===== src/rtl/ysyx_25020047_pkg.sv =====
// Shared types for the NPC multi-cycle sequencer.
// State encodings, inst_type bit positions and error causes.
package ysyx_25020047_pkg;

    typedef enum logic [2:0] {
        ST_FETCH = 3'd0,
        ST_EXEC  = 3'd1,
        ST_MEM   = 3'd2,
        ST_WB    = 3'd3,
        ST_HALT  = 3'd4
    } state_e;

    typedef enum logic [1:0] {
        ERR_NONE    = 2'd0,
        ERR_EBREAK  = 2'd1,
        ERR_ILLEGAL = 2'd2,
        ERR_TIMEOUT = 2'd3
    } err_e;

    localparam int IT_ADDI   = 0;
    localparam int IT_JALR   = 1;
    localparam int IT_EBREAK = 2;
    localparam int IT_ADD    = 3;
    localparam int IT_LUI    = 4;
    localparam int IT_LW     = 5;
    localparam int IT_LBU    = 6;
    localparam int IT_RSV0   = 7;
    localparam int IT_RSV1   = 8;

endpackage


===== src/rtl/ysyx_25020047_wait_timer.sv =====
// Shared bus-wait counter for the sequencer.
// Flags expiry on the wait cycle that makes the count reach TIMEOUT.
module ysyx_25020047_wait_timer #(
    parameter int TIMEOUT = 255
) (
    input  logic clk,
    input  logic clr,
    input  logic en,
    output logic expired
);

    localparam int W = $clog2(TIMEOUT + 1);

    logic [W-1:0] cnt;

    // count waiting cycles; clear wins over count
    always_ff @(posedge clk) begin
        if (clr) begin
            cnt <= '0;
        end else if (en) begin
            cnt <= cnt + W'(1);
        end
    end

    // this wait cycle is the TIMEOUT-th one
    always_comb begin
        expired = en && (cnt == W'(TIMEOUT - 1));
    end

endmodule


===== src/rtl/ysyx_25020047_core_ctrl.sv =====
// Multi-cycle FETCH/EXEC/MEM/WB sequencer for the NPC core.
// Gates IR, RF and PC writes, issues loads, and halts on faults.
module ysyx_25020047_core_ctrl
    import ysyx_25020047_pkg::*;
#(
    parameter int TYPE_W  = 9,
    parameter int CNT_W   = 32,
    parameter int TIMEOUT = 255
) (
    input  logic              clk,
    input  logic              rst,
    output logic              ifu_req,
    input  logic              ifu_rvalid,
    output logic              ir_wen,
    input  logic [TYPE_W-1:0] inst_type,
    input  logic              exu_reg_wen,
    input  logic              exu_read,
    output logic              lsu_req,
    input  logic              lsu_rvalid,
    output logic              rf_wen,
    output logic              pc_wen,
    output logic              halt,
    output logic [1:0]        err,
    output logic [2:0]        state_o,
    output logic [CNT_W-1:0]  cycle_cnt,
    output logic [CNT_W-1:0]  inst_cnt
);

    state_e state;
    state_e state_next;
    err_e   err_q;
    err_e   err_next;
    logic   load_q;
    logic   load_next;
    logic   type_ok;
    logic   is_load;
    logic   tmr_en;
    logic   tmr_clr;
    logic   tmr_expired;

    // decode legality and load class of the stable IR
    always_comb begin
        type_ok = (inst_type != '0)
               && ((inst_type & (inst_type - TYPE_W'(1))) == '0)
               && !inst_type[IT_RSV0]
               && !inst_type[IT_RSV1];
        is_load = exu_read
               || inst_type[IT_LW]
               || inst_type[IT_LBU];
    end

    // timer runs only while a request is waiting
    always_comb begin
        tmr_en = ((state == ST_FETCH) && !ifu_rvalid)
              || ((state == ST_MEM) && !lsu_rvalid);
        tmr_clr = rst || (state_next != state);
    end

    ysyx_25020047_wait_timer #(
        .TIMEOUT (TIMEOUT)
    ) u_wait_timer (
        .clk     (clk),
        .clr     (tmr_clr),
        .en      (tmr_en),
        .expired (tmr_expired)
    );

    // next-state, error cause and strobes
    always_comb begin
        state_next = state;
        err_next   = err_q;
        load_next  = load_q;
        ifu_req    = 1'b0;
        ir_wen     = 1'b0;
        lsu_req    = 1'b0;
        rf_wen     = 1'b0;
        pc_wen     = 1'b0;
        unique case (state)
            ST_FETCH: begin
                ifu_req = 1'b1;
                if (ifu_rvalid) begin
                    ir_wen     = 1'b1;
                    state_next = ST_EXEC;
                end else if (tmr_expired) begin
                    err_next   = ERR_TIMEOUT;
                    state_next = ST_HALT;
                end
            end
            ST_EXEC: begin
                if (!type_ok) begin
                    err_next   = ERR_ILLEGAL;
                    state_next = ST_HALT;
                end else if (inst_type[IT_EBREAK]) begin
                    err_next   = ERR_EBREAK;
                    state_next = ST_HALT;
                end else if (is_load) begin
                    load_next  = 1'b1;
                    state_next = ST_MEM;
                end else begin
                    load_next  = 1'b0;
                    state_next = ST_WB;
                end
            end
            ST_MEM: begin
                lsu_req = 1'b1;
                if (lsu_rvalid) begin
                    state_next = ST_WB;
                end else if (tmr_expired) begin
                    err_next   = ERR_TIMEOUT;
                    state_next = ST_HALT;
                end
            end
            ST_WB: begin
                pc_wen     = 1'b1;
                rf_wen     = exu_reg_wen | load_q;
                state_next = ST_FETCH;
            end
            ST_HALT: begin
                state_next = ST_HALT;
            end
            default: begin
                state_next = ST_FETCH;
            end
        endcase
        if (rst) begin
            ifu_req = 1'b0;
            ir_wen  = 1'b0;
            lsu_req = 1'b0;
            rf_wen  = 1'b0;
            pc_wen  = 1'b0;
        end
    end

    // state, sticky cause and load flag
    always_ff @(posedge clk) begin
        if (rst) begin
            state  <= ST_FETCH;
            err_q  <= ERR_NONE;
            load_q <= 1'b0;
        end else begin
            state  <= state_next;
            err_q  <= err_next;
            load_q <= load_next;
        end
    end

    // perf counters freeze once halted
    always_ff @(posedge clk) begin
        if (rst) begin
            cycle_cnt <= '0;
            inst_cnt  <= '0;
        end else begin
            if (state != ST_HALT) begin
                cycle_cnt <= cycle_cnt + CNT_W'(1);
            end
            if (state == ST_WB) begin
                inst_cnt <= inst_cnt + CNT_W'(1);
            end
        end
    end

    // registered status views
    always_comb begin
        halt    = (state == ST_HALT);
        err     = err_q;
        state_o = state;
    end

endmodule

===== config.mk =====
export PLATFORM = sky130hd
export DESIGN_NAME = ysyx_25020047_core_ctrl
export DESIGN_NICKNAME = d
export VERILOG_FILES = /design/src/rtl/ysyx_25020047_pkg.sv /design/src/rtl/ysyx_25020047_wait_timer.sv /design/src/rtl/ysyx_25020047_core_ctrl.sv
export SDC_FILE = /design/constraint.sdc
export NUM_CORES = 1
export LEC_CHECK = 0
export CORE_MARGIN = 2
export CORE_UTILIZATION = 45
export DETAILED_ROUTE_END_ITERATION = 10
export HOLD_SLACK_MARGIN = 0.15
export PLACE_DENSITY = 0.76
export SYNTH_ARGS = -nofsm -noshare
export SYNTH_HDL_FRONTEND = slang
export SYNTH_HIERARCHICAL = 1
export SYNTH_SLANG_ARGS = --single-unit
export TNS_END_PERCENT = 5

===== constraint.sdc =====
create_clock -name clk -period 2.4 [get_ports clk]
set_input_delay 0.36 -clock clk [delete_from_list [all_inputs] [get_ports clk]]
set_output_delay 0.36 -clock clk [all_outputs]
set_load 0.01 [all_outputs]

* Word-level counts from Yosys, hierarchy flattened *
Cells that the tools add are included.

word-level totals
  word-level logic and storage cells = 68
  flip-flop bits (word level) = 78
  input bits = 15
  output and inout port bits = 75

operators by class
  add/sub/neg operators = 4
  reductions and logical operators = 20
  mux-type cells = 25
  bitwise operators = 3
  equality and inequality tests = 10

operator list
  operator                 number
  $add A32 B1 Y32 const B  2
  $mux W3                  5
  $mux W1                  13
  $pmux W3 S4              1
  $mux W2                  5
  $and A9 B9 Y9            1
  $logic_not A9 Y1         1
  $reduce_bool A9 Y1       1
  $sub A9 B1 Y9 const B    1
  $add A8 B1 Y8 const B    1
  $eq A8 B8 Y1 const B     1
  $eq A3 B2 Y1 const B     2
  $logic_and A1 B1 Y1      6
  $ne A3 B3 Y1 const B     2
  $pmux W2 S3              1
  $logic_not A1 Y1         4
  $logic_or A1 B1 Y1       4
  $ne A2 B2 Y1 const B     2
  $reduce_and A4 Y1        1
  $eq A3 B1 Y1 const B     1
  $eq A3 B3 Y1 const B     1
  $logic_not A3 Y1         1
  $ne A3 B3 Y1             1
  $reduce_and A3 Y1        1
  other kinds (3)          3

* Depth between registers and ports, before layout *
Gate-level depths: netlist of the first run.

  depth after elaboration = 10
  depth in mapped cells = 12
  depth with buffers taken out = 9

* By module *
Netlist of the first run, hierarchy kept.

by module, submodules not included
  module                    seq. area each (um2)  instances  area an instance (um2)  cells an instance
  ysyx_25020047_core_ctrl   1401.3                1          3535.9                  421
  ysyx_25020047_wait_timer  160.2                 1          362.8                   41

* Worst setup path after synthesis of the first run *
Ideal clock, no wire load.

  path kind = reg-to-reg
  from = register state[1], in the netlist state_o[1]
  to = register u_wait_timer.cnt[1]
  buffers on the path = 3
  required time = 2.270 ns
  setup slack = -0.234 ns
  library setup time = 0.130 ns
  data arrival time = 2.504 ns
  stages on the path, launching flop included = 13
  period minus slack after synthesis = 2.634 ns
  path through = dfxtp_1 -> buf_2 -> mux2_2 -> nor3_1 -> buf_4 -> nand4_2 -> nor2_1 -> inv_1 -> nor4_1 -> o21ai_0 -> nand2_1 -> clkbuf_1 -> a211oi_1

between the ends
  longest elaborated chain between the ends = 9
  elaborated cells between the ends (all ways) = 14
  those cells by class = eq/ne (4); mux (4); reduce/logical (6)

ends and longest elaborated chain
  item                                                     line                                                           RTL
  from (decl)                                              ysyx_25020047_core_ctrl.sv:29                                  state_e state;
  from (signal assigned)                                   ysyx_25020047_core_ctrl.sv:141                                 state <= state_next;
  $eq A3 B2 Y1 / $logic_not A3 Y1 (equally long branches)  ysyx_25020047_core_ctrl.sv:55, ysyx_25020047_core_ctrl.sv:54
  $logic_and A1 B1 Y1 (on tied branches)                   ysyx_25020047_core_ctrl.sv:55, ysyx_25020047_core_ctrl.sv:54
  $logic_or A1 B1 Y1 (*)                                   ysyx_25020047_core_ctrl.sv:55                                  || ((state == ST_MEM) && !lsu_rvalid);
  net tmr_en                                               ysyx_25020047_core_ctrl.sv:37                                  logic tmr_en;
  $logic_and A1 B1 Y1 (*)                                  ysyx_25020047_wait_timer.sv:27                                 expired = en && (cnt == W'(TIMEOUT - 1));
  net tmr_expired                                          ysyx_25020047_core_ctrl.sv:39                                  logic tmr_expired;
  $mux W3 (*)                                              ysyx_25020047_core_ctrl.sv:84, ysyx_25020047_core_ctrl.sv:108
  $mux W3 (on tied branches)                               ysyx_25020047_core_ctrl.sv:106, ysyx_25020047_core_ctrl.sv:81
  $pmux W3 S4 (*)                                          ysyx_25020047_core_ctrl.sv:78                                  unique case (state)
  $ne A3 B3 Y1 (*)                                         ysyx_25020047_core_ctrl.sv:56                                  tmr_clr = rst || (state_next != state);
  $logic_or A1 B1 Y1 (*)                                   ysyx_25020047_core_ctrl.sv:56
  net tmr_clr                                              ysyx_25020047_core_ctrl.sv:38                                  logic tmr_clr;
  to (signal assigned)                                     ysyx_25020047_wait_timer.sv:21                                 cnt <= cnt + W'(1);
  to (decl)                                                ysyx_25020047_wait_timer.sv:14                                 logic [W-1:0] cnt;

Mark *: on every way through the listed nets, which the timed path passes. The rest lies on a longest branch.
A chain may end at the register's enable or synchronous reset.

* Worst setup path after layout of the first run *
  from = register state[1], in the netlist state_o[1]
  to = output halt

between the ends
  longest elaborated chain between the ends = 1

ends and longest elaborated chain
  item          line                            RTL
  $eq A3 B3 Y1  ysyx_25020047_core_ctrl.sv:164  halt = (state == ST_HALT);
  to (decl)     ysyx_25020047_core_ctrl.sv:22   output logic halt,

Every way passes these cells.

==> summary.md, run 1 <==
| Metric | Value |
|---|---|
| Slowest stage delay, CP | `0.55 ns` |
| Period utilization | `0.9425` |
| Area Growth Syn to Fin | `34.60%` |
| Post-CTS Setup Bufs | `0` |
| Multi-input gate area | `0.002146 sq mm` |
| Clock transition at the registers of the reported paths | `0.07 ns` |
| Initial Util | `0.4698` |
| Crit end category | `output pin` |
| CP Cell Sequence | `or3b_1, inv_2, buf_4, clkdlybuf4s50_1` |
| Die width | `97.08 microns` |
| Design Area, Final | `0.005248 sq mm` |
| Die ar. | `0.009425 sq mm` |
| Initial DRT Pass Iterations | `4` |
| Type of the worst setup path | `register to output pin` |
| Reg2Reg Depth | `4` |
| Asr flop ratio synth | `0` |
| Drt first-iter violations | `264` |
| Top cell type's share of synthesized area | `0.4005` |
| Final Non-Filler Cells | `666` |
| # IOs | `90` |
| CP max stage cell | `clkdlybuf4s50_1` |
| CTS HTree Levels | `3` |
| Final #Nets | `575` |
| Post-synthesis register bit count | `78` |
| Area of the core | `0.008299 sq mm` |
| Ant. Diodes | `0` |
| Inst Count DP | `650` |
| Power Total | `2.742 mW` |
| CTS tree | `yes` |
| Crit path depth | `4` |
| PD cells | `522.5 mW/mm^2` |
| Final count of hold timing violations | `0` |
| RSZ-0062 raised after global routing | `no` |
| Buf/Inv on CP | `3` |
| Mapped Cells | `462` |
| Hold Path Stages | `2` |
| Final setup vio count | `0` |
| # rows | `33` |
| Bufs on Longest Clock Path | `2` |
| Status | `complete, no violations` |
| Sequential cell area | `0.001563 sq mm` |
| Worst setup SP type | `register` |
| Peak VDD IR | `0.2965 mV` |
| Vias per cell | `5.829` |
| Post-Syn Area per Cell | `8.439 sq um` |
| Layout fillers | `700` |
| Hold-fix buffers, CTS | `0` |
| Vias | `3882` |
| Hold_ws | `0.3148 ns` |
| Initial antenna violation count | `0` |
| Warnings, synthesis | `6` |
| Die H | `97.08 microns` |
| Worst EP arrival | `1.90 ns` |
| CTS root buf | `clkbuf_8` |
| Largest net degree at the start of global routing | `46` |
| Clk Latency, worst-skew pair | `0.35 ns` |
| Final Wtd Congestion | `0.8178` |
| Main area contributors after synthesis | `dfxtp_1, or4_1, a21oi_1, o31ai_1, xnor2_1` |
| Remaining DRCs | `0` |
| CTS-repair resized insts | `2` |
| GR Overflow Total | `0` |
| Ratio of cells with drive above 1 in the final layout | `0.09982` |
| CP Max Fanout | `10` |
| Post-synth top flop | `dfxtp_1` |
| Clk sinks | `78` |
| First-pass GRT wire length | `16400 microns` |
| Slew Limit Headroom | `0.5207` |
| Sequential area share after synthesis | `0.4005` |
| Vias in the first global route | `3473` |
| EDFF count, synth | `0` |
| Hold Path Class | `primary input to register` |
| Area leader, netlist | `dfxtp_1` |
| Worst slew pin tran | `0.7174 ns` |
| Routed WL | `9827 microns` |
| Crit-path leading delay family | `buffers and inverters` |
| Cell variety after synth | `46` |
| Wire per inst | `14.76 microns` |
| Syn Std Cell Area | `0.003899 sq mm` |
| LEAKAGE | `1.678 nW` |
| Syn nets | `481` |
| Crit path time final | `2.262 ns` |
| Worst Path Required | `2.04 ns` |
| Synth cell count leaders | `dfxtp_1, a21oi_1, or4_1, nor2_1, o31ai_1` |
| Fmax | `442.1 MHz` |
| Buffers added on ports | `89` |
| Clock Skew | `0.01056 ns` |
| DRT antenna net count | `0` |
| Num CTS Buffers | `9` |
| GRT Overall Usage | `0.2054` |
| Count of maximum capacitance violations | `0` |
| Most frequent cell after synthesis | `dfxtp_1` |
| DP Area | `0.004985 sq mm` |
| Final Max Tran Viols | `0` |
| Hpwl dp | `6889 microns` |
## stage by stage
| stage | setup WS, ns | util | TNS [ns] |
|---|---|---|---|
| 2_1_floorplan | 0.09286 | - | 0 |
| 6_report | 0.1380 | 0.6323 | 0 |
| 4_1_cts | 0.02149 | 0.6312 | 0 |
| 3_5_place_dp | -0.1343 | 0.6006 | -1.115 |
| 3_3_place_gp | -0.04603 | 0.6006 | -0.2678 |
| 5_1_grt | 0.01972 | 0.6323 | 0 |
## report_power, final
part           internal [mW]  switching (mW)
registers               1.31          0.0113
clock network          0.750           0.472
logic                 0.0995           0.102
total                   2.16           0.585
## layout make-up
type	count	area share
clock inverter	3	0.01717
inverter	20	0.01431
sequential	78	0.2978
multi-input combinational	333	0.4089
clock buffer	13	0.03028
timing repair buffer	114	0.2065
tap	105	0.02504
## layout by cell type (no fill, tap or decap), types with 2 or more instances in the layout
master,count
clkdlybuf4s50_1,87
dfxtp_1,77
a21oi_1,46
or4_1,31
nor2_1,29
o31ai_1,27
nand2_1,25
buf_4,23
inv_1,19
o21ai_0,17
nand4_1,16
or3_1,16
nand3_1,14
xnor2_1,13
clkbuf_8,11
nor4_1,10
mux2_2,9
nor2b_1,8
nor3_1,7
and4_1,7
nor3b_1,6
xor2_1,6
and2_1,5
o21a_1,4
nor4b_1,4
a211oi_1,4
ha_1,4
o211ai_1,3
bufinv_16,3
o41a_1,2
o31a_1,2
a211o_1,2
clkbuf_1,2
buf_6,2
## metal layers
layer  share of wire  GRT usage
met1            0.47     0.2758
met5               0          0
met2            0.48     0.3259
met4           0.014    0.08342
met3           0.041    0.03813
## path summary, 6_finish.rpt
path	from	to	slack, ns
setup / recovery	state_o[1]	halt	0.14
hold / removal	rst	err[0]	0.31
setup reg to reg	cycle_cnt[4]	cycle_cnt[31]	0.20
hold reg to reg	err[0]	err[0]	0.49
## logic make-up after synthesis
| kind of cell | synth area share |
|---|---|
| AND/OR/NAND/NOR | 0.2798 |
| buffers and inverters | 0.05199 |
| XOR/XNOR | 0.04268 |
| adder cells (fa/ha/maj) | 0.01540 |
| flip-flops | 0.4005 |
| AO/OA/AOI/OAI | 0.1810 |
| multiplexers | 0.02856 |
## sequential cells by signal (all words and copies together) (netlist names)
| name | flops |
|---|---|
| inst_cnt | 32 |
| load_q | 1 |
| err | 2 |
| cycle_cnt | 32 |
| state_o | 3 |
| u_wait_timer/cnt | 8 |
(Power assumes the default switching activity.)
==> run 2: changes to the inputs <==
--- a/config.mk
+++ b/config.mk
@@ -7,6 +7,8 @@
 export LEC_CHECK = 0
 export CORE_MARGIN = 2
 export CORE_UTILIZATION = 45
+export CTS_CLUSTER_DIAMETER = 60
+export CTS_CLUSTER_SIZE = 40
 export DETAILED_ROUTE_END_ITERATION = 10
 export HOLD_SLACK_MARGIN = 0.15
 export PLACE_DENSITY = 0.76
==> results of run 2 <==
Same layout as run 1: the final DEF is identical, and so are final timing and power.
==> run 3: changes to the inputs <==
--- a/config.mk
+++ b/config.mk
@@ -6,12 +6,12 @@
 export NUM_CORES = 1
 export LEC_CHECK = 0
 export CORE_MARGIN = 2
-export CORE_UTILIZATION = 45
+export CORE_UTILIZATION = 32
 export CTS_CLUSTER_DIAMETER = 60
 export CTS_CLUSTER_SIZE = 40
 export DETAILED_ROUTE_END_ITERATION = 10
 export HOLD_SLACK_MARGIN = 0.15
-export PLACE_DENSITY = 0.76
+export SKIP_CTS_REPAIR_TIMING = 1
 export SYNTH_ARGS = -nofsm -noshare
 export SYNTH_HDL_FRONTEND = slang
 export SYNTH_HIERARCHICAL = 1
==> run 3 against run 2 <==
Net effect:
- first-iteration DRC count is 28% lower
- critical path depth increased by 1
- power rose by 5.8%
- register-to-register slack worse by 0.05 ns
- combinational power about the same
- clock skew is 0.0047 ns lower
- core utilization is 18 points lower
- fmax is 1.2% lower
- largest cell class unchanged
- largest power group is now the clock network
- highest routed layer unchanged
==> summary.md, run 3 (synthesized netlist as in run 1, its figures left out) <==
| Metric | Value |
|---|---|
| Final setup vio count | `0` |
| CP Cell Sequence | `buf_4, nand3b_1, buf_4, nor2_1, clkdlybuf4s50_1` |
| GR Overflow Total | `0` |
| CTS HTree Levels | `3` |
| Worst slew pin tran | `0.6595 ns` |
| Hold Path Class | `primary input to register` |
| Most used cell, CP | `buf_4` |
| CTS tree | `yes` |
| Crit-path leading delay family | `buffers and inverters` |
| Die H | `114.4 microns` |
| Clk sinks | `78` |
| Die ar. | `0.01308 sq mm` |
| Type of the worst setup path | `register to output pin` |
| Remaining DRCs | `0` |
| Vias | `3839` |
| Routed WL | `10170 microns` |
| Final Wtd Congestion | `0.7849` |
| CP max stage cell | `clkdlybuf4s50_1` |
| PD cells | `540.6 mW/mm^2` |
| Met2 wire length | `4556 microns` |
| Initial Util | `0.3259` |
| Crit path time final | `2.289 ns` |
| Clock transition at the registers of the reported paths | `0.06 ns` |
| Initial antenna violation count | `0` |
| Largest net degree at the start of global routing | `44` |
| # rows | `40` |
| Die width | `114.4 microns` |
| Wire per inst | `14.32 microns` |
| Met1 WL | `4906 microns` |
| Hold Path Origin | `rst` |
| Fmax | `436.9 MHz` |
| Worst Path Required | `2.04 ns` |
| Clk Latency, worst-skew pair | `0.33 ns` |
| Period utilization | `0.9536` |
| Final count of hold timing violations | `0` |
| Vias per cell | `5.407` |
| Met3 Routed Length | `453 microns` |
| Slew Limit Headroom | `0.5594` |
| Final Non-Filler Cells | `710` |
| DRT antenna net count | `0` |
| Bufs on Longest Clock Path | `2` |
| Num CTS Buffers | `9` |
| Initial DRT Pass Iterations | `5` |
| CP startpoint | `state_o[2]` |
| Vias in the first global route | `3482` |
| Ant. Diodes | `0` |
| RSZ-0062 raised after global routing | `no` |
| Buf/Inv on CP | `3` |
| Pre-CTS setup slack | `-0.1428 ns` |
| CTS root buf | `clkbuf_16` |
| Buffers added on ports | `89` |
| Clock Skew | `0.005905 ns` |
| Inst Count DP | `694` |
| # IOs | `90` |
| LEAKAGE | `1.726 nW` |
| Most common cell after layout, fill and taps aside | `clkdlybuf4s50_1` |
| CP Max Fanout | `14` |
| Final core occ | `0.4487` |
| Top Registers | `cycle_cnt x32, inst_cnt x32, u_wait_timer/cnt x8` |
| Status | `complete, no violations` |
| GRT Overall Usage | `0.1583` |
| Ratio of cells with drive above 1 in the final layout | `0.1030` |
| Crit end category | `output pin` |
| Area of the core | `0.01196 sq mm` |
| Area Growth Syn to Fin | `37.68%` |
| Final Max Tran Viols | `0` |
| Slowest stage delay, CP | `0.59 ns` |
| Worst setup SP type | `register` |
| Worst EP arrival | `1.93 ns` |
| Hpwl dp | `7147 microns` |
| Count of maximum capacitance violations | `0` |
| First-pass GRT wire length | `16780 microns` |
| Drt first-iter violations | `191` |
| Peak VDD IR | `0.3651 mV` |
| Commonest non-fill, non-tap cells in the layout | `clkdlybuf4s50_1, dfxtp_1, a21oi_1, or4_1, nor2_1` |
| Final setup margin | `0.1114 ns` |
| Final #Nets | `577` |
| Worst r2r src | `state_o[1]` |
| Top sig layer | `met4` |
[run 3: through the flow]
step | total power, mW | hold WS, ns | TNS (ns) | instance area [sq um]
CTS | 2.944 | 0.3346 | -0.02665 | 5355
floorplan | 1.446 | 0.4302 | 0 | 3911
global placement | 1.545 | 0.4420 | -0.3668 | 5052
global route | 3.026 | 0.3584 | 0 | 5368
finish | 2.902 | 0.3380 | 0 | 5368
detailed placement | 1.551 | 0.4526 | -1.149 | 5052
[run 3: per-layer routing]
layer	vias to the layer above	track usage
met5	-	0
met4	0	0.07886
met3	18	0.03229
met2	83	0.2422
met1	1812	0.2119
li1	1926	-
[run 3: cell type report]
class                      count  area, sq um
fill                        1174         6594
multi-input combinational    333         2151
sequential                    78         1562
timing repair buffer         116         1094
clock buffer                  13        260.3
tap                          147        183.9
inverter                      20        75.07
clock inverter                 3        42.54
[run 3: worst paths after layout]
check / cells after the start / to / slack (ns)
max: 5 / pc_wen / 0.11
min: 2 / state_o[1] / 0.34
max reg2reg: 5 / cycle_cnt[28] / 0.15
min reg2reg: 2 / load_q / 0.46
[run 3: power by group]
group	switching (mW)	internal, mW
logic	0.104	0.0999
registers	0.0106	1.31
clock network	0.517	0.861
total	0.632	2.27
